File: src/rtl/alu_share_if.sv
// alu_share_if: bundle of the request, ALU and response channels of alu_share_ctrl.
//
// Parameters
//   W      operand/result width
//   OPC_W  opcode width
//
// Signals
//   req_valid/req_ready   per-requester handshake, bit i = requester i
//   req_a/req_b/req_opc   packed operands/opcode, requester i in slice [i*W +: W]
//   alu_inpA/B, alu_opc   controller -> shared ALU
//   alu_res               shared ALU -> controller (combinational)
//   rsp_valid/rsp_ready   response handshake
//   rsp_id/rsp_res/rsp_err response payload
//
// Modports
//   master  requesters, ALU and response consumer (the environment)
//   slave   the controller itself
interface alu_share_if #(
    parameter int unsigned W     = 16,
    parameter int unsigned OPC_W = 4
);
    logic [1:0]         req_valid;
    logic [1:0]         req_ready;
    logic [2*W-1:0]     req_a;
    logic [2*W-1:0]     req_b;
    logic [2*OPC_W-1:0] req_opc;

    logic [W-1:0]       alu_inpA;
    logic [W-1:0]       alu_inpB;
    logic [OPC_W-1:0]   alu_opc;
    logic [W-1:0]       alu_res;

    logic               rsp_valid;
    logic               rsp_ready;
    logic               rsp_id;
    logic [W-1:0]       rsp_res;
    logic               rsp_err;

    modport master (
        output req_valid, req_a, req_b, req_opc,
        input  req_ready,
        input  alu_inpA, alu_inpB, alu_opc,
        output alu_res,
        input  rsp_valid, rsp_id, rsp_res, rsp_err,
        output rsp_ready
    );

    modport slave (
        input  req_valid, req_a, req_b, req_opc,
        output req_ready,
        output alu_inpA, alu_inpB, alu_opc,
        input  alu_res,
        output rsp_valid, rsp_id, rsp_res, rsp_err,
        input  rsp_ready
    );
endinterface

File: src/rtl/alu_share_ctrl.sv
// alu_share_ctrl: round-robin controller that lets two requesters share one external
// combinational ALU (opc 0 add, 1 sub, 2 slt, 3 or, 4 and, 5 shl). A granted request has its
// operands registered, is executed on the ALU for one cycle and the result is returned on a
// valid/ready response channel tagged with the requester id.
//
// Ports
//   clk   clock, rising edge
//   rst   synchronous active-high reset; drops any operation in flight
//   bus   alu_share_if.slave: request, ALU and response channels
//   busy  high whenever the controller is not idle
//
// Build option
//   MUL_SEQ_EN  when defined, opc 6 is a W-step shift-add multiply (low W bits of a*b) run on
//               the shared ALU; when undefined, opc 6 is an illegal opcode like 7..15.
module alu_share_ctrl #(
    parameter int unsigned W     = 16,
    parameter int unsigned OPC_W = 4
) (
    input  logic        clk,
    input  logic        rst,
    alu_share_if.slave  bus,
    output logic        busy
);

    localparam logic [OPC_W-1:0] OpcMax = OPC_W'(5);  // highest opcode the ALU implements
`ifdef MUL_SEQ_EN
    localparam logic [OPC_W-1:0] OpcMul = OPC_W'(6);
    localparam int unsigned      CntW   = (W > 1) ? $clog2(W) : 1;
    localparam logic [CntW-1:0]  StepLast = CntW'(W - 1);
`endif

    typedef enum logic [1:0] {StIdle, StExec, StResp, StMul} state_e;

    state_e           state_q, state_d;
    logic [W-1:0]     a_q, a_d;      // operand A; multiplicand while multiplying
    logic [W-1:0]     b_q, b_d;      // operand B; multiplier while multiplying
    logic [OPC_W-1:0] opc_q, opc_d;
    logic             id_q, id_d;
    logic             ptr_q, ptr_d;  // requester favoured when both are valid
    logic [W-1:0]     res_q, res_d;
    logic             err_q, err_d;
    logic             gnt_id;
`ifdef MUL_SEQ_EN
    logic [W-1:0]     acc_q, acc_d;
    logic [CntW-1:0]  step_q, step_d;
`endif

    // Response payload comes straight from registers so it holds steady under backpressure.
    assign bus.rsp_id  = id_q;
    assign bus.rsp_res = res_q;
    assign bus.rsp_err = err_q;

    always_comb begin
        state_d       = state_q;
        a_d           = a_q;
        b_d           = b_q;
        opc_d         = opc_q;
        id_d          = id_q;
        ptr_d         = ptr_q;
        res_d         = res_q;
        err_d         = err_q;
`ifdef MUL_SEQ_EN
        acc_d         = acc_q;
        step_d        = step_q;
`endif
        gnt_id        = 1'b0;
        bus.req_ready = 2'b00;
        bus.alu_inpA  = '0;
        bus.alu_inpB  = '0;
        bus.alu_opc   = '0;
        bus.rsp_valid = 1'b0;
        busy          = (state_q != StIdle);

        unique case (state_q)
            StIdle: begin
                if (|bus.req_valid) begin
                    // Contention goes to the pointer; otherwise the sole valid requester wins.
                    gnt_id        = (&bus.req_valid) ? ptr_q : bus.req_valid[1];
                    bus.req_ready = gnt_id ? 2'b10 : 2'b01;
                    a_d           = gnt_id ? bus.req_a[2*W-1:W] : bus.req_a[W-1:0];
                    b_d           = gnt_id ? bus.req_b[2*W-1:W] : bus.req_b[W-1:0];
                    opc_d         = gnt_id ? bus.req_opc[2*OPC_W-1:OPC_W]
                                           : bus.req_opc[OPC_W-1:0];
                    id_d          = gnt_id;
                    ptr_d         = ~gnt_id;
                    state_d       = StExec;
`ifdef MUL_SEQ_EN
                    if (opc_d == OpcMul) begin
                        acc_d   = '0;
                        step_d  = '0;
                        state_d = StMul;
                    end
`endif
                end
            end

            StExec: begin
                bus.alu_inpA = a_q;
                bus.alu_inpB = b_q;
                bus.alu_opc  = opc_q;
                if (opc_q <= OpcMax) begin
                    res_d = bus.alu_res;
                    err_d = 1'b0;
                end else begin
                    res_d = '0;
                    err_d = 1'b1;
                end
                state_d = StResp;
            end

            StResp: begin
                bus.rsp_valid = 1'b1;
                if (bus.rsp_ready) begin
                    state_d = StIdle;
                end
            end

`ifdef MUL_SEQ_EN
            StMul: begin
                // One shift-add step per cycle: ALU adds the shifted multiplicand to acc.
                bus.alu_inpA = acc_q;
                bus.alu_inpB = a_q;
                bus.alu_opc  = '0;
                if (b_q[0]) begin
                    acc_d = bus.alu_res;
                end
                a_d    = a_q << 1;
                b_d    = b_q >> 1;
                step_d = step_q + 1'b1;
                if (step_q == StepLast) begin
                    // Take the accumulator including this final step's contribution.
                    res_d   = b_q[0] ? bus.alu_res : acc_q;
                    err_d   = 1'b0;
                    state_d = StResp;
                end
            end
`endif

            default: begin
                state_d = StIdle;
            end
        endcase
    end

    always_ff @(posedge clk) begin
        if (rst) begin
            state_q <= StIdle;
            a_q     <= '0;
            b_q     <= '0;
            opc_q   <= '0;
            id_q    <= 1'b0;
            ptr_q   <= 1'b0;
            res_q   <= '0;
            err_q   <= 1'b0;
`ifdef MUL_SEQ_EN
            acc_q   <= '0;
            step_q  <= '0;
`endif
        end else begin
            state_q <= state_d;
            a_q     <= a_d;
            b_q     <= b_d;
            opc_q   <= opc_d;
            id_q    <= id_d;
            ptr_q   <= ptr_d;
            res_q   <= res_d;
            err_q   <= err_d;
`ifdef MUL_SEQ_EN
            acc_q   <= acc_d;
            step_q  <= step_d;
`endif
        end
    end

endmodule

File: src/flat_wrapper.sv
// flat-port wrapper written by rule: the top's interface ports become plain ports
module alu_share_ctrl_flat 
#(
    parameter int unsigned W     = 16,
    parameter int unsigned OPC_W = 4
)
  (clk, rst, busy, bus_req_valid, bus_req_a, bus_req_b, bus_req_opc, bus_req_ready, bus_alu_inpA, bus_alu_inpB, bus_alu_opc, bus_alu_res, bus_rsp_valid, bus_rsp_id, bus_rsp_res, bus_rsp_err, bus_rsp_ready);
  alu_share_if #(.W(W), .OPC_W(OPC_W)) bus_i ();
  input  logic clk;
  input  logic rst;
  output logic busy;
  input wire logic [$bits(bus_i.req_valid)-1:0] bus_req_valid;
  input wire logic [$bits(bus_i.req_a)-1:0] bus_req_a;
  input wire logic [$bits(bus_i.req_b)-1:0] bus_req_b;
  input wire logic [$bits(bus_i.req_opc)-1:0] bus_req_opc;
  output wire logic [$bits(bus_i.req_ready)-1:0] bus_req_ready;
  output wire logic [$bits(bus_i.alu_inpA)-1:0] bus_alu_inpA;
  output wire logic [$bits(bus_i.alu_inpB)-1:0] bus_alu_inpB;
  output wire logic [$bits(bus_i.alu_opc)-1:0] bus_alu_opc;
  input wire logic [$bits(bus_i.alu_res)-1:0] bus_alu_res;
  output wire logic [$bits(bus_i.rsp_valid)-1:0] bus_rsp_valid;
  output wire logic [$bits(bus_i.rsp_id)-1:0] bus_rsp_id;
  output wire logic [$bits(bus_i.rsp_res)-1:0] bus_rsp_res;
  output wire logic [$bits(bus_i.rsp_err)-1:0] bus_rsp_err;
  input wire logic [$bits(bus_i.rsp_ready)-1:0] bus_rsp_ready;
  assign bus_i.req_valid = bus_req_valid;
  assign bus_i.req_a = bus_req_a;
  assign bus_i.req_b = bus_req_b;
  assign bus_i.req_opc = bus_req_opc;
  assign bus_req_ready = bus_i.req_ready;
  assign bus_alu_inpA = bus_i.alu_inpA;
  assign bus_alu_inpB = bus_i.alu_inpB;
  assign bus_alu_opc = bus_i.alu_opc;
  assign bus_i.alu_res = bus_alu_res;
  assign bus_rsp_valid = bus_i.rsp_valid;
  assign bus_rsp_id = bus_i.rsp_id;
  assign bus_rsp_res = bus_i.rsp_res;
  assign bus_rsp_err = bus_i.rsp_err;
  assign bus_i.rsp_ready = bus_rsp_ready;
  alu_share_ctrl #(.W(W), .OPC_W(OPC_W)) u_core (.clk(clk), .rst(rst), .bus(bus_i), .busy(busy));
endmodule
File: config.mk
export PLATFORM = sky130hd
export DESIGN_NAME = alu_share_ctrl_flat
export DESIGN_NICKNAME = d
export VERILOG_FILES = /design/src/rtl/alu_share_if.sv /design/src/rtl/alu_share_ctrl.sv /design/src/flat_wrapper.sv
export SDC_FILE = /design/constraint.sdc
export NUM_CORES = 1
export LEC_CHECK = 0
export BUFFER_PORTS_ARGS = -buffer_cell sky130_fd_sc_hd__buf_4
export CAP_MARGIN = 25
export CORE_MARGIN = 2
export CORE_UTILIZATION = 30
export CTS_CLUSTER_SIZE = 30
export DETAILED_ROUTE_END_ITERATION = 7
export HOLD_SLACK_MARGIN = 0.03
export MAX_ROUTING_LAYER = met4
export PLACE_DENSITY_LB_ADDON = 0.08
export SLEW_MARGIN = 10
export SYNTH_ARGS = -nofsm -noshare
export SYNTH_HDL_FRONTEND = slang
export SYNTH_SLANG_ARGS = --single-unit
File: constraint.sdc
create_clock -name clk -period 1.7 [get_ports clk]
set_input_delay 0.17 -clock clk [delete_from_list [all_inputs] [get_ports clk]]
set_output_delay 0.17 -clock clk [all_outputs]
set_load 0.1 [all_outputs]
**After elaboration in Yosys (flattened, before gate mapping)**

Index checks and enable logic that the tools add are counted.

- Bits in registers: 57
- Logic and storage cells: 36
- Input bits: 93
- Output and inout bits: 58

- Equality and inequality tests: 4
- Bitwise gates (word level): 1
- Magnitude comparators: 1
- Muxes and demuxes: 16
- Reductions and logical operators: 6

Operators with widths:

| kind | number |
|---|---|
| $mux W16 | 5 |
| $mux W2 | 5 |
| $mux W4 | 2 |
| $pmux W2 S3 | 1 |
| $reduce_and A2 Y1 | 3 |
| $le A4 B3 Y1 const B | 1 |
| $mux W1 | 3 |
| $eq A2 B1 Y1 const B | 1 |
| $eq A2 B2 Y1 const B | 1 |
| $logic_not A2 Y1 | 1 |
| $ne A2 B1 Y1 const B | 1 |
| $ne A2 B2 Y1 const B | 1 |
| $reduce_bool A2 Y1 | 1 |
| $reduce_or A2 Y1 | 1 |
| $not A1 Y1 | 1 |

**Depth between registers and ports, before layout**

Gate-level depths: netlist of the first run.

- Depth in word-level cells: 5
- Mapped depth: 6
- Depth with buffers taken out: 4

**Worst setup path before layout of the first run**

Ideal clock, no wire load.

- Kind: reg2out
- Start point: register u_core.state_q[1]
- End point: output bus_req_ready[0]
- Buffers on the path: 2
- Setup slack: -800 ps
- Cell stages (with the launch flop): 6
- Data arrival time: 2330 ps
- Cells stage by stage: dfxtp_1 -> nor2_4 -> buf_6 -> buf_6 -> nand2_1 -> a21oi_1

- Word-level cells in the longest chain between the ends: 2

Ends and longest elaborated chain:

| item | RTL line | RTL |
|---|---|---|
| from (decl) | alu_share_ctrl.sv:34 | `state_e state_q, state_d;` |
| from (signal assigned) | alu_share_ctrl.sv:147 | `state_q <= StIdle;` |
| from (signal assigned) | alu_share_ctrl.sv:160 | `state_q <= state_d;` |
| $logic_not A2 Y1 | alu_share_ctrl.sv:74 | `unique case (state_q)` |
| $mux W2 | alu_share_ctrl.sv:74 |  |
| to (decl) | flat_wrapper.sv:16 | `output wire logic [$bits(bus_i.req_ready)-1:0] bus_req_ready;` |

No other way between the ends.

**Worst setup path after layout of the first run**

- Start point: register u_core.state_q[1]
- End point: output bus_alu_inpA[13]

- Word-level cells in the longest chain between the ends: 2

Ends and longest elaborated chain:

| item | RTL line | RTL |
|---|---|---|
| $eq A2 B1 Y1 | alu_share_ctrl.sv:74 |  |
| $mux W16 | alu_share_ctrl.sv:74 |  |
| to (decl) | flat_wrapper.sv:17 | `output wire logic [$bits(bus_i.alu_inpA)-1:0] bus_alu_inpA;` |

No other way between the ends.

==> results.md, run 1 <==
Yosys:
- By count the netlist is led by 57 x sky130_fd_sc_hd__dfxtp_1, 37 x sky130_fd_sc_hd__nand3_1, 36 x sky130_fd_sc_hd__and2_1, 33 x sky130_fd_sc_hd__o21ai_0, 21 x sky130_fd_sc_hd__a21oi_1.
- The count of synthesis-stage warnings from yosys is 0.
- The predominant post-synthesis flop cell is sky130_fd_sc_hd__dfxtp_1.
- Yosys mapped a number of flops with a built-in enable equal to 0.
- By area the synthesized netlist is led by sky130_fd_sc_hd__dfxtp_1 38%, sky130_fd_sc_hd__and2_1 7.5%, sky130_fd_sc_hd__nand3_1 6.2%.
- Synthesis instantiated 32 different standard cells from the library.
- Of all flip-flops after synthesis, the portion carrying an async set or reset was 0.
- Of the synthesized area, sequential elements account for 0.381.
- A synthesized cell averages 8.93 sq um.
- When the netlist entered floorplanning its net count stood at 428.
- The library cell with the highest instance count after synthesis is sky130_fd_sc_hd__dfxtp_1.
- The cell area after synthesis is 2990 sq um.
- sky130_fd_sc_hd__dfxtp_1 takes more of the synthesized area than any other cell.
- Synthesis handed over a netlist of 335 instances.
- The share of synthesized area in the top cell type comes to 0.381.
- The synthesized design contains 57 register bits.

STA:
- The top achievable clock speed is 609 MHz.
- The clock period minus final worst setup slack is 1.64 ns.
- The final worst setup slack is 0.0574 ns.
- The worst slew slack as a fraction of its limit is 0.528.
- Dividing the final minimum period by the clock period gives 0.966.
- The number of pins with negative max-slew slack in the final report is 0.
- The largest clock skew in the final design is 0.00870 ns.
- The slew at the pin with the worst max-slew slack is 0.707 ns.
- The number of failing setup endpoints in the final timing report is 0.
- For the final routed database, the setup TNS stands at 0 ns.
- The count of endpoints failing hold in the final timing report is 0.
- Setup repair after global routing could not meet its margin everywhere.

Setup path:
- The kind of start point of the critical path is a flop.
- STA puts the critical path data arrival time at 1.47 ns.
- The critical path start-end classification is flop to primary output.
- STA classifies the critical path endpoint as a primary output.
- The maximum fanout encountered on the critical timing path is 11.
- The required time of the worst setup path is 1.53 ns.

Detailed routing:
- Across all layers, the routed design uses 3195 vias.
- The number of design-rule violations left by the first detailed-router iteration is 135.
- The first detailed-routing pass took 4 iterations.
- The routed wirelength normalized by instance count is 17.0 microns.
- The detail route stage leaves a number of antenna-violating nets equal to 0.
- The final wirelength is 10400 microns.
- Using the TritonRoute via totals, the vias-per-cell ratio works out to 5.21.
- The DRC violations left is 0.

Final layout:
- The net count of the finished layout is 568.
- The proportion of layout cells with a drive suffix above 1 is 0.521.
- Once layout is complete, the utilization of the core stands at 0.486.
- The number of antenna repair diodes is 0.
- The final-layout fill cell count is 985.
- From synthesis to final layout, the design area changed by 58.0%.

Power and ir drop:
- In this run the static leakage power is 1.94 nW.
- The maximum VDD drop is 476 uV.
- The power per unit of standard cell area is 1010 nW/um^2.

Clocking:
- The number of buffers inserted to repair setup after CTS is 0.
- The clock sink count is 57.
- The total CTS buffers is 9.
- The number of levels in the clock H-tree is 3.
- The maximum buffer depth of the clock tree is 2.
- After clock tree synthesis, the clock-pin slew on the worst setup and hold paths is 0.07 ns.
- For this design, the CTS-stage hold fixing added 0 buffers.
- The insertion delay to the later sink of the worst-skew pair is 0.34 ns.
- The root buffer cell chosen for the clock tree is sky130_fd_sc_hd__clkbuf_8.
- The CTS tree is built.

Global route:
- The global routing usage summed across all routing layers is 0.194.
- The total overflow left after global routing is 0.
- For met2 alone, demand over resource in global routing was 0.309.
- The first global-routing pass estimated 16400 microns of wire.
- The number of antenna violations at the first check in global routing is 0.
- Entering global routing, the biggest net connects 58 pins.
- The via count of the first global-routing pass was 3138.
- The global-route track usage on met3 is 0.0426.
- After global routing, the most crowded layer is met2.
- In the global route stage, met1 resource usage came out at 0.248.

Outcome:
- The run finished with clean final reports.

Worst hold path:
- The min-delay analysis places its worst path in the category primary input to flop.

Placed design:
- Port buffering added 150 buffers.
- At the end of routability-driven placement, the weighted congestion stood at 0.773.
- The worst setup slack after placement is 0.229 ns.
- The HPWL after detailed placement is 6900 microns.

Job:
- Across the run, the number of max-cap violations was 0.

Floorplan:
- The die extent in y is 104 microns.
- The standard-cell row count is 36.
- The die is 104 microns wide.
- The core footprint is 9730 sq um.
- The die area is 10800 sq um.
- The count of boundary I/O pins is 151.
- For this configuration, the core starts out at a cell density of 0.307.
==> state kept, by name (all words and copies together), names as in the netlist <==
signal,cells
u_core.a_q,16
u_core.b_q,16
u_core.bus.rsp_err,1
u_core.bus.rsp_id,1
u_core.bus.rsp_res,16
u_core.opc_q,4
u_core.ptr_q,1
u_core.state_q,2
==> report_power, final <==
part	internal [mW]	switching, mW	total, mW
Combinational	0.577	1.09	1.67
Sequential	1.48	0.0840	1.56
Clock	1.01	0.559	1.57
Total	3.06	1.74	4.80
==> layer usage <==
metal,routed length (microns),up-vias
met4,121,0
li1,-,1530
met3,636,12
met2,5020,132
met5,0,-
met1,4640,1521
==> path summary, 6_finish.rpt <==
kind | slack, ns | to | start | depth (start not counted)
worst max-delay path | 0.06 | bus_alu_inpA[13] | u_core.state_q[1] | 4
worst min-delay path | 0.08 | u_core.bus.rsp_res[7] | bus_alu_res[7] | 3
worst max register to register | 0.23 | u_core.a_q[14] | u_core.state_q[0] | 6
worst min register to register | 0.49 | u_core.a_q[3] | u_core.a_q[3] | 2
==> critical path, cell delays in order (launching register included) <==
cell and delay, ns:
sky130_fd_sc_hd__dfxtp_2 0.38, sky130_fd_sc_hd__nor2b_4 0.17, sky130_fd_sc_hd__buf_4 0.20, sky130_fd_sc_hd__and2_2 0.19, sky130_fd_sc_hd__buf_8 0.20
==> layout by cell type, fill, tap and decap left out, drive strengths merged, types with 4 or more instances in the layout <==
cell	synthesis	final
buf	26	168
dfxtp	57	57
nand3	37	37
o21ai	37	37
and2	36	36
a21oi	31	31
a311oi	28	28
nor2	21	21
a32oi	16	16
clkbuf	12	10
nand4	8	8
a31oi	8	8
inv	4	4
==> cell families after synthesis <==
group           count (synthesis)  share of synthesized area
compound gates                123                      0.302
simple gates                  112                      0.213
flops                          57                      0.381
buf+inv                        43                      0.104
==> final cells by class <==
type,instances,area [sq um],area share
inverter,4,15.0,0.00318
sequential,57,1140,0.242
timing repair buffer,168,1560,0.329
clock inverter,6,105,0.0222
multi-input combinational,235,1600,0.339
tap,133,166,0.0352
clock buffer,10,138,0.0291
==> repair_timing <==
| item | 4_1_cts | 5_1_grt |
|---|---|---|
| gates resized for setup | 60 | 22 |
| gates cloned | 1 | 0 |
| endpoints found under the setup margin | 38 | 32 |
==> stage by stage <==
| step | hold slack [ns] | total power [mW] | cell area (sq um) | instances |
|---|---|---|---|---|
| 3_3_place_gp | 0.426 | 3.16 | 4170 | 596 |
| 6_report | 0.0830 | 4.80 | 4730 | 613 |
| 4_1_cts | 0.0681 | 4.82 | 4640 | 613 |
| 5_1_grt | 0.0756 | 5.01 | 4730 | 613 |
| 2_1_floorplan | 0.332 | 2.74 | 3040 | 335 |
| 3_5_place_dp | 0.433 | 3.16 | 4170 | 596 |
Power figures use the tool's default switching activity.
==> inputs of run 2 (changes only) <==
ABC_AREA = 1   (was default)
CTS_BUF_LIST = sky130_fd_sc_hd__clkbuf_4   (was default)
==> results.md, run 2 <==
Power and ir drop:
- The leakage power came to 2.47 nW (+27%).
- The power per unit of standard cell area came to 820 nW/um^2 (-19%).
- The maximum VDD drop came to 334 uV (-30%).
- The total power is 4.34 mW (-9.5%).

Global route:
- The global-route met2 utilization is 0.262 (-0.0472).
- The met1 usage is 0.203 (-0.0447).
- The via count of the first global-routing pass is 3050 (-2.8%).
- The global-route track usage on met3 was 0.0356 (-0.00699).
- The global routing usage summed across all routing layers is 0.164 (-0.0300).
- The largest net degree at the start of global routing is 57 (-1.7%).
- The number of antenna violations at the first check in global routing is 0 (unchanged).
- The global routing's busiest layer is met2.
- The remaining global-route overflow is 0 (unchanged).
- The first-pass GRT wire length was 13600 microns (-17%).

Placed design:
- The number of instances in the placed design is 746 (+25%).
- The HPWL after detailed placement came to 6010 microns (-13%).
- The number of buffers added on ports was 150 (unchanged).
- The worst setup slack after placement was 0.320 ns (+0.0910 ns).
- The weighted congestion at the end of routability-driven global placement is 0.790 (+2.2%).
- The area of placed instances was 4350 sq um (+4.2%).

Detailed routing:
- The vias after detailed routing came to 3338 (+4.5%).
- The final wirelength is 9030 microns (-13%).
- The DRC violations left was 0 (unchanged).
- The post-detailed-route via-to-cell ratio is 4.30 (-18%).
- The antenna violation net count after detailed routing came to 0 (unchanged).
- The routed wirelength normalized by instance count was 11.6 microns (-32%).
- The length of the first detailed-routing pass in iterations is 4 (unchanged).
- The number of design-rule violations left by the first detailed-router iteration is 56 (-59%).

Final layout:
- The number of antenna repair diodes is 0 (unchanged).
- The share of the core filled with cells came to 0.546 (+0.0603).
- The summed area of non-filler cells in the final layout is 5290 sq um (+12%).
- The number of non-filler instances in the completed layout came to 777 (+27%).
- The proportion of layout cells with a drive suffix above 1 is 0.360 (-0.161).
- The net count reported at finish is 733 (+29%).
- The final-layout fill cell count was 949 (-3.7%).
- In the layout the commonest cells are 123 x sky130_fd_sc_hd__buf_4, 94 x sky130_fd_sc_hd__nand2_1, 85 x sky130_fd_sc_hd__nor2_1, 78 x sky130_fd_sc_hd__inv_1, 55 x sky130_fd_sc_hd__dfxtp_1.
- The most frequent standard cell in the layout excluding fill and tap cells is sky130_fd_sc_hd__buf_4.
- Relative to the synthesized area, the layout overhead comes to 78.4%.

Floorplan:
- The die area is 10700 sq um (-0.88%).
- The die extent in y is 103 microns (-0.44%).
- The core footprint was 9680 sq um (-0.46%).
- The die outline width is 103 microns (-0.44%).
- The standard-cell row count is 36 (unchanged).
- The count of boundary I/O pins was 151 (unchanged).
- The starting density of the core was 0.306 (-0.00141).

STA:
- The period utilization is 0.973 (+0.00639).
- The count of endpoints failing hold in the final timing report came to 0 (unchanged).
- The worst slew slack as a fraction of its limit is 0.802 (+0.273).
- The final worst setup slack was 0.0466 ns (-0.0109 ns).
- The clock period minus final worst setup slack is 1.65 ns (+0.0109 ns).
- Setup repair after global routing could not meet its margin everywhere.
- The number of pins with negative max-slew slack in the final report is 0 (unchanged).
- The largest clock skew in the final design is 0.0105 ns (+0.00184 ns).
- The top achievable clock speed is 605 MHz (-0.66%).
- The worst hold slack across all endpoints is 0.0622 ns (-0.0207 ns).
- The setup TNS was 0 ns (unchanged).
- The slew at the pin with the worst max-slew slack is 0.297 ns (-0.411 ns).
- The number of failing setup endpoints in the final timing report is 0 (unchanged).

Yosys:
- The largest area contributor in the netlist is sky130_fd_sc_hd__dfxtp_1.
- The net count of the mapped netlist is 572 (+34%).
- The instance count of the mapped netlist is 479 (+43%).
- The average size of a mapped cell is 6.19 sq um (-31%).
- Sorting the synthesized cells by how often they occur yields 122 x sky130_fd_sc_hd__nor2_1, 94 x sky130_fd_sc_hd__nand2_1, 79 x sky130_fd_sc_hd__inv_1, 57 x sky130_fd_sc_hd__dfxtp_1, 32 x sky130_fd_sc_hd__nand3_1.
- The count of synthesis-stage warnings from yosys was 0 (unchanged).
- Sorting the synthesized cells by area gives the leading types as sky130_fd_sc_hd__dfxtp_1 38%, sky130_fd_sc_hd__nor2_1 15%, sky130_fd_sc_hd__nand2_1 12%.
- The number of unique standard cell types used by synthesis is 20 (-38%).
- The number of storage elements in the synthesis netlist is 57 (unchanged).
- The fraction of registers with async set/reset came to 0 (unchanged).
- The cell area after synthesis was 2960 sq um (-0.92%).
- The portion of synthesized cell area occupied by the leading cell type is 0.385 (+0.00354).
- For this run, the leading register cell type out of synthesis is sky130_fd_sc_hd__dfxtp_1.
- In the post-synthesis netlist, the cell with the most instances is sky130_fd_sc_hd__nor2_1.
- The sequential element share of the synthesized area is 0.385 (+0.00354).
- The number of enable flip-flop cells after synthesis is 0 (unchanged).

Setup path:
- The critical path start-end classification is flop to primary output.
- The worst setup path is launched from a flop.
- The critical path goes through inv_1, nor2_4, inv_4, buf_12, nor2_4, buf_12.
- The critical path startpoint is u_core.state_q[0].
- The slack of the worst reg-to-reg path came to 0.24 ns (about the same).
- In this run the critical register-to-register path is launched from u_core.state_q[0].
- In this run the worst setup path terminates at bus_alu_inpB[8].
- The biggest cell delay along the critical path is 0.35 ns (-0.03 ns).
- The maximum fanout encountered on the critical timing path is 16 (+5).
- The required time of the worst setup path is 1.53 ns (about the same).
- The cell count of the worst reg-to-reg path is 8 (+2).
- In this run the critical register-to-register path is captured at u_core.b_q[9].
- The worst setup path is captured at a primary output.
- The slowest stage of the critical path is the sky130_fd_sc_hd__dfxtp_2 cell.
- The worst endpoint data arrival time is 1.48 ns (about the same).

Clocking:
- The total CTS buffers was 9 (unchanged).
- The root buffer cell is sky130_fd_sc_hd__clkbuf_4.
- TritonCTS built the clock tree.
- The maximum buffer depth of the clock tree came to 2 (unchanged).
- The clock sink count was 57 (unchanged).
- The number of levels in the clock H-tree is 3 (unchanged).
- The insertion delay to the later sink of the worst-skew pair was 0.38 ns (+0.04 ns).
- The clock input transition at the sequential cells of the worst setup and hold paths is 0.10 ns (+0.03 ns).

Outcome:
- The run finished with clean final reports.

Worst hold path:
- The worst hold path begins at bus_alu_res[1].
- The worst hold path class is primary input to flop.
- The worst hold path cell count is 3 (unchanged).

Job:
- The count of maximum capacitance violations came to 0 (unchanged).
run 2: cell types whose count changed in the layout (fill, tap and decap cells not counted), sizes merged, moves of 3 or more:
| cell | delta |
|---|---|
| a32oi | -16 |
| nor2 | +103 |
| a211oi | -3 |
| a31oi | -8 |
| dlygate4sd3 | +8 |
| a311oi | -28 |
| nand2b | -3 |
| nand3 | -5 |
| nand2 | +92 |
| o21ai | -7 |
| a21oi | -9 |
| inv | +78 |
| and2 | -36 |
run 2: how the worst min path moves through the flow:
| stage | end | slack [ns] |
|---|---|---|
| 4_1_cts | u_core.bus.rsp_res[7] | 0.03 |
| 2_1_floorplan | u_core.bus.rsp_res[2] | 0.33 |
| 3_5_place_dp | u_core.bus.rsp_res[14] | 0.46 |
| 5_1_grt | u_core.bus.rsp_res[2] | 0.03 |
| 3_3_place_gp | u_core.bus.rsp_res[13] | 0.45 |
| 6_report | u_core.bus.rsp_res[1] | 0.06 |
run 2: cell families (layout without fill, tap and decap cells):
kind of cell | after synthesis | count (layout) | share of synthesized area
AOI/OAI and AO/OA | 53 | 53 | 0.0954
buffers and inverters | 111 | 276 | 0.169
and+or+nand+nor | 258 | 258 | 0.350
DFF | 57 | 57 | 0.385
run 2: critical path: cells and delay by family (launching register included):
kind	cells	cell delay [ns]
flops	1	0.35
simple gates	2	0.23
buf+inv	4	0.51
run 2: area by class of cell:
class | count | area [sq um] | share of cell area
timing repair buffer | 178 | 1940 | 0.367
multi-input combinational | 311 | 1600 | 0.303
sequential | 57 | 1140 | 0.216
inverter | 83 | 314 | 0.0594
tap | 133 | 166 | 0.0315
clock buffer | 10 | 75.1 | 0.0142
clock inverter | 5 | 47.5 | 0.00899
run 2: repair_timing:
action	CTS	global route
gates resized for setup	85	64
cloned	0	3
setup buffers	1	4
hold buffers	8	0
hold endpoints to repair	8	0
endpoints found under the setup margin	38	36
run 2: power by group:
part	total (mW)	internal, mW	switching (mW)
Combinational	1.86	0.672	1.19
Sequential	1.55	1.47	0.0743
Clock	0.931	0.444	0.487
Total	4.34	2.59	1.75
run 2: per-layer routing:
metal  vias up  share of wire
met2       103           0.48
li1       1763              -
met3         8          0.072
met4         0         0.0097
met1      1464           0.44
met5         -              0
==> inputs of run 3 (changes only) <==
CTS_BUF_LIST = default   (was sky130_fd_sc_hd__clkbuf_4)
PLACE_DENSITY_LB_ADDON = default   (was 0.08)
==> results.md, run 3 (same netlist as run 2, synthesis figures left out) <==
Placed design:
- The HPWL after detailed placement is 5870 microns (-2.4%).
- The area of placed instances is 4340 sq um (-0.29%).
- The worst setup slack after placement is 0.320 ns (-0.000278 ns).
- The number of buffers added on ports is 150 (unchanged).
- The weighted congestion at the end of routability-driven global placement was 0.804 (+1.8%).

Clocking:
- The clock input transition at the sequential cells of the worst setup and hold paths is 0.07 ns (-0.03 ns).
- The root buffer cell chosen for the clock tree is sky130_fd_sc_hd__clkbuf_8.
- TritonCTS built the clock tree.
- The total CTS buffers was 9 (unchanged).
- The insertion delay to the later sink of the worst-skew pair came to 0.33 ns (-0.05 ns).
- The number of levels in the clock H-tree was 3 (unchanged).
- The number of buffers inserted to repair setup after CTS was 0 (-1).
- The clock sink count is 57 (unchanged).
- The maximum buffer depth of the clock tree came to 2 (unchanged).

Power and ir drop:
- The power per unit of standard cell area is 887 nW/um^2 (+8.1%).
- The internal power of the cells is 2.64 mW (+2.0%).
- The combinational fraction of design power is 0.386 (-0.043).
- The maximum VDD drop is 443 uV (+33%).
- The power share of the clock group is 0.258 (+0.043).
- The leakage power is 2.36 nW (-4.4%).
- The portion of total power attributed to sequential cells is 0.355 (about the same).
- The net switching power is 1.71 mW (-2.1%).
- The switching power share of the total is 0.394 (-0.00997).

Detailed routing:
- The length of the first detailed-routing pass in iterations was 4 (unchanged).
- The final wirelength is 8530 microns (-5.5%).
- The vias after detailed routing is 3310 (-0.84%).
- The number of design-rule violations left by the first detailed-router iteration came to 81 (+45%).
- The routed wirelength normalized by instance count is 11.2 microns (-3.7%).
- The DRC violations left was 0 (unchanged).
- The antenna violation net count after detailed routing was 0 (unchanged).
- The post-detailed-route via-to-cell ratio is 4.34 (+1.1%).

Global route:
- The global routing stage identified its most utilized layer as met2.
- The remaining global-route overflow is 0 (unchanged).
- The via count of the first global-routing pass is 2950 (-3.3%).
- The number of antenna violations at the first check in global routing is 0 (unchanged).
- The global-route track usage on met3 is 0.0517 (+0.0161).
- The global-route met2 utilization is 0.255 (-0.00744).
- The first-pass GRT wire length is 12800 microns (-5.7%).
- The met1 usage is 0.180 (-0.0236).
- The global routing usage summed across all routing layers came to 0.155 (-0.00860).
- The largest net degree at the start of global routing came to 57 (unchanged).

Setup path:
- The kind of end point of the critical path is a primary output.
- The worst setup path is launched from a flop.
- The maximum fanout encountered on the critical timing path was 20 (+4).
- The worst endpoint data arrival time is 1.47 ns (about the same).
- The critical path starts at u_core.state_q[0].
- The critical path start-end classification is flop to primary output.
- The required time of the worst setup path is 1.53 ns (about the same).
- The startpoint identified for the worst register-to-register timing path is u_core.state_q[1].

STA:
- The worst slew slack as a fraction of its limit was 0.537 (-0.265).
- The slew at the pin with the worst max-slew slack is 0.694 ns (+0.398 ns).
- The period utilization came to 0.966 (-0.00708).
- The number of pins with negative max-slew slack in the final report is 0 (unchanged).
- The count of endpoints failing hold in the final timing report is 0 (unchanged).
- The final worst setup slack is 0.0586 ns (+0.0120 ns).
- The clock period minus final worst setup slack came to 1.64 ns (-0.0120 ns).
- The number of failing setup endpoints in the final timing report is 0 (unchanged).
- The top achievable clock speed is 609 MHz (+0.73%).
- Setup repair after global routing could not meet its margin everywhere.
- The largest clock skew in the final design is 0.00974 ns (-0.000810 ns).

Worst hold path:
- The startpoint identified for the worst hold timing path is bus_alu_res[2].
- In this run the worst hold path is classified as primary input to flop.

Final layout:
- In the layout the commonest cells are 122 x sky130_fd_sc_hd__buf_4, 94 x sky130_fd_sc_hd__nand2_1, 85 x sky130_fd_sc_hd__nor2_1, 79 x sky130_fd_sc_hd__inv_1, 56 x sky130_fd_sc_hd__dfxtp_1.
- The summed area of non-filler cells in the final layout is 4910 sq um (-7.1%).
- The number of antenna repair diodes is 0 (unchanged).
- The library cell used most frequently in the layout, excluding fill and tap cells, is sky130_fd_sc_hd__buf_4.
- The synthesis-to-layout area growth is 65.6%.
- The net count reported at finish is 717 (-2.2%).
- The proportion of layout cells with a drive suffix above 1 was 0.355 (-0.00572).

Job:
- The count of maximum capacitance violations came to 0 (unchanged).

Floorplan:
- The die outline width came to 103 microns (unchanged).
- The die area is 10700 sq um (unchanged).
- The count of boundary I/O pins was 151 (unchanged).
- The starting density of the core came to 0.306 (unchanged).
- The standard-cell row count was 36 (unchanged).
- The core footprint is 9680 sq um (unchanged).
- The die extent in y is 103 microns (unchanged).

Outcome:
- The run finished with clean final reports.
==> run 3: changes by cell type in the layout (fill, tap and decap cells not counted), moves of 2 or more <==
cell                            delta
sky130_fd_sc_hd__buf_12           -13
sky130_fd_sc_hd__buf_6             +4
sky130_fd_sc_hd__buf_8             +5
sky130_fd_sc_hd__clkbuf_1          +2
sky130_fd_sc_hd__clkbuf_16         -2
sky130_fd_sc_hd__clkbuf_4         -10
sky130_fd_sc_hd__clkbuf_8         +11
sky130_fd_sc_hd__clkinv_1          -2
sky130_fd_sc_hd__dlygate4sd3_1     -8
sky130_fd_sc_hd__nor2_2           +24
sky130_fd_sc_hd__nor2_4           -24
==> run 3: path summary, 6_finish.rpt <==
kind / slack, ns / cells after the start / endpoint
setup / recovery: 0.06 / 6 / bus_alu_inpB[11]
hold / removal: 0.12 / 3 / u_core.bus.rsp_res[2]
setup reg to reg: 0.36 / 7 / u_core.opc_q[1]
hold reg to reg: 0.46 / 2 / u_core.bus.rsp_res[7]
==> run 3: routing by layer <==
layer,wire (microns),part of all wire,vias up
met4,81,0.0095,0
met1,3870,0.45,1457
met2,3870,0.45,118
li1,-,-,1725
met5,0,0,-
met3,713,0.084,10
==> run 3: critical path, stage by stage (launching register included) <==
cell	delay, ns
sky130_fd_sc_hd__dfxtp_2	0.36
sky130_fd_sc_hd__inv_1	0.07
sky130_fd_sc_hd__nor2_4	0.09
sky130_fd_sc_hd__inv_2	0.07
sky130_fd_sc_hd__buf_12	0.18
sky130_fd_sc_hd__nor2_2	0.16
sky130_fd_sc_hd__buf_12	0.19
==> run 3: area by class of cell <==
type	instances	area, sq um
fillers	962	4770
repair buffers	162	1630
inverters	83	312
multi-input cells	311	1480
clock buffers	13	159
flip-flops and latches	57	1140
clock inverters	3	15.0
well taps	133	166
==> run 3: what timing repair did <==
action,CTS,global route
hold buffers,0,0
gates resized for setup,12,85
setup endpoints to repair,36,36
==> run 3: stage by stage <==
stage	std cells	TNS [ns]	utilization	total power [mW]	hold WS, ns
final	762	0	0.507	4.35	0.117
after detailed placement	746	0	0.448	3.15	0.452
after global routing	762	-0.366	0.507	4.59	0.105
after floorplan	479	-8.07	-	2.74	0.330
after CTS	762	0	0.470	4.31	0.0975
after global placement	746	0	0.448	3.14	0.439
==> run 3: power groups by stage <==
stage	registers, mW	clock network, mW	logic [mW]
floorplan	1.76	0	0.975
global placement	1.57	0	1.57
detailed placement	1.57	0	1.58
CTS	1.55	1.18	1.59
global route	1.56	1.22	1.81
finish	1.55	1.12	1.68
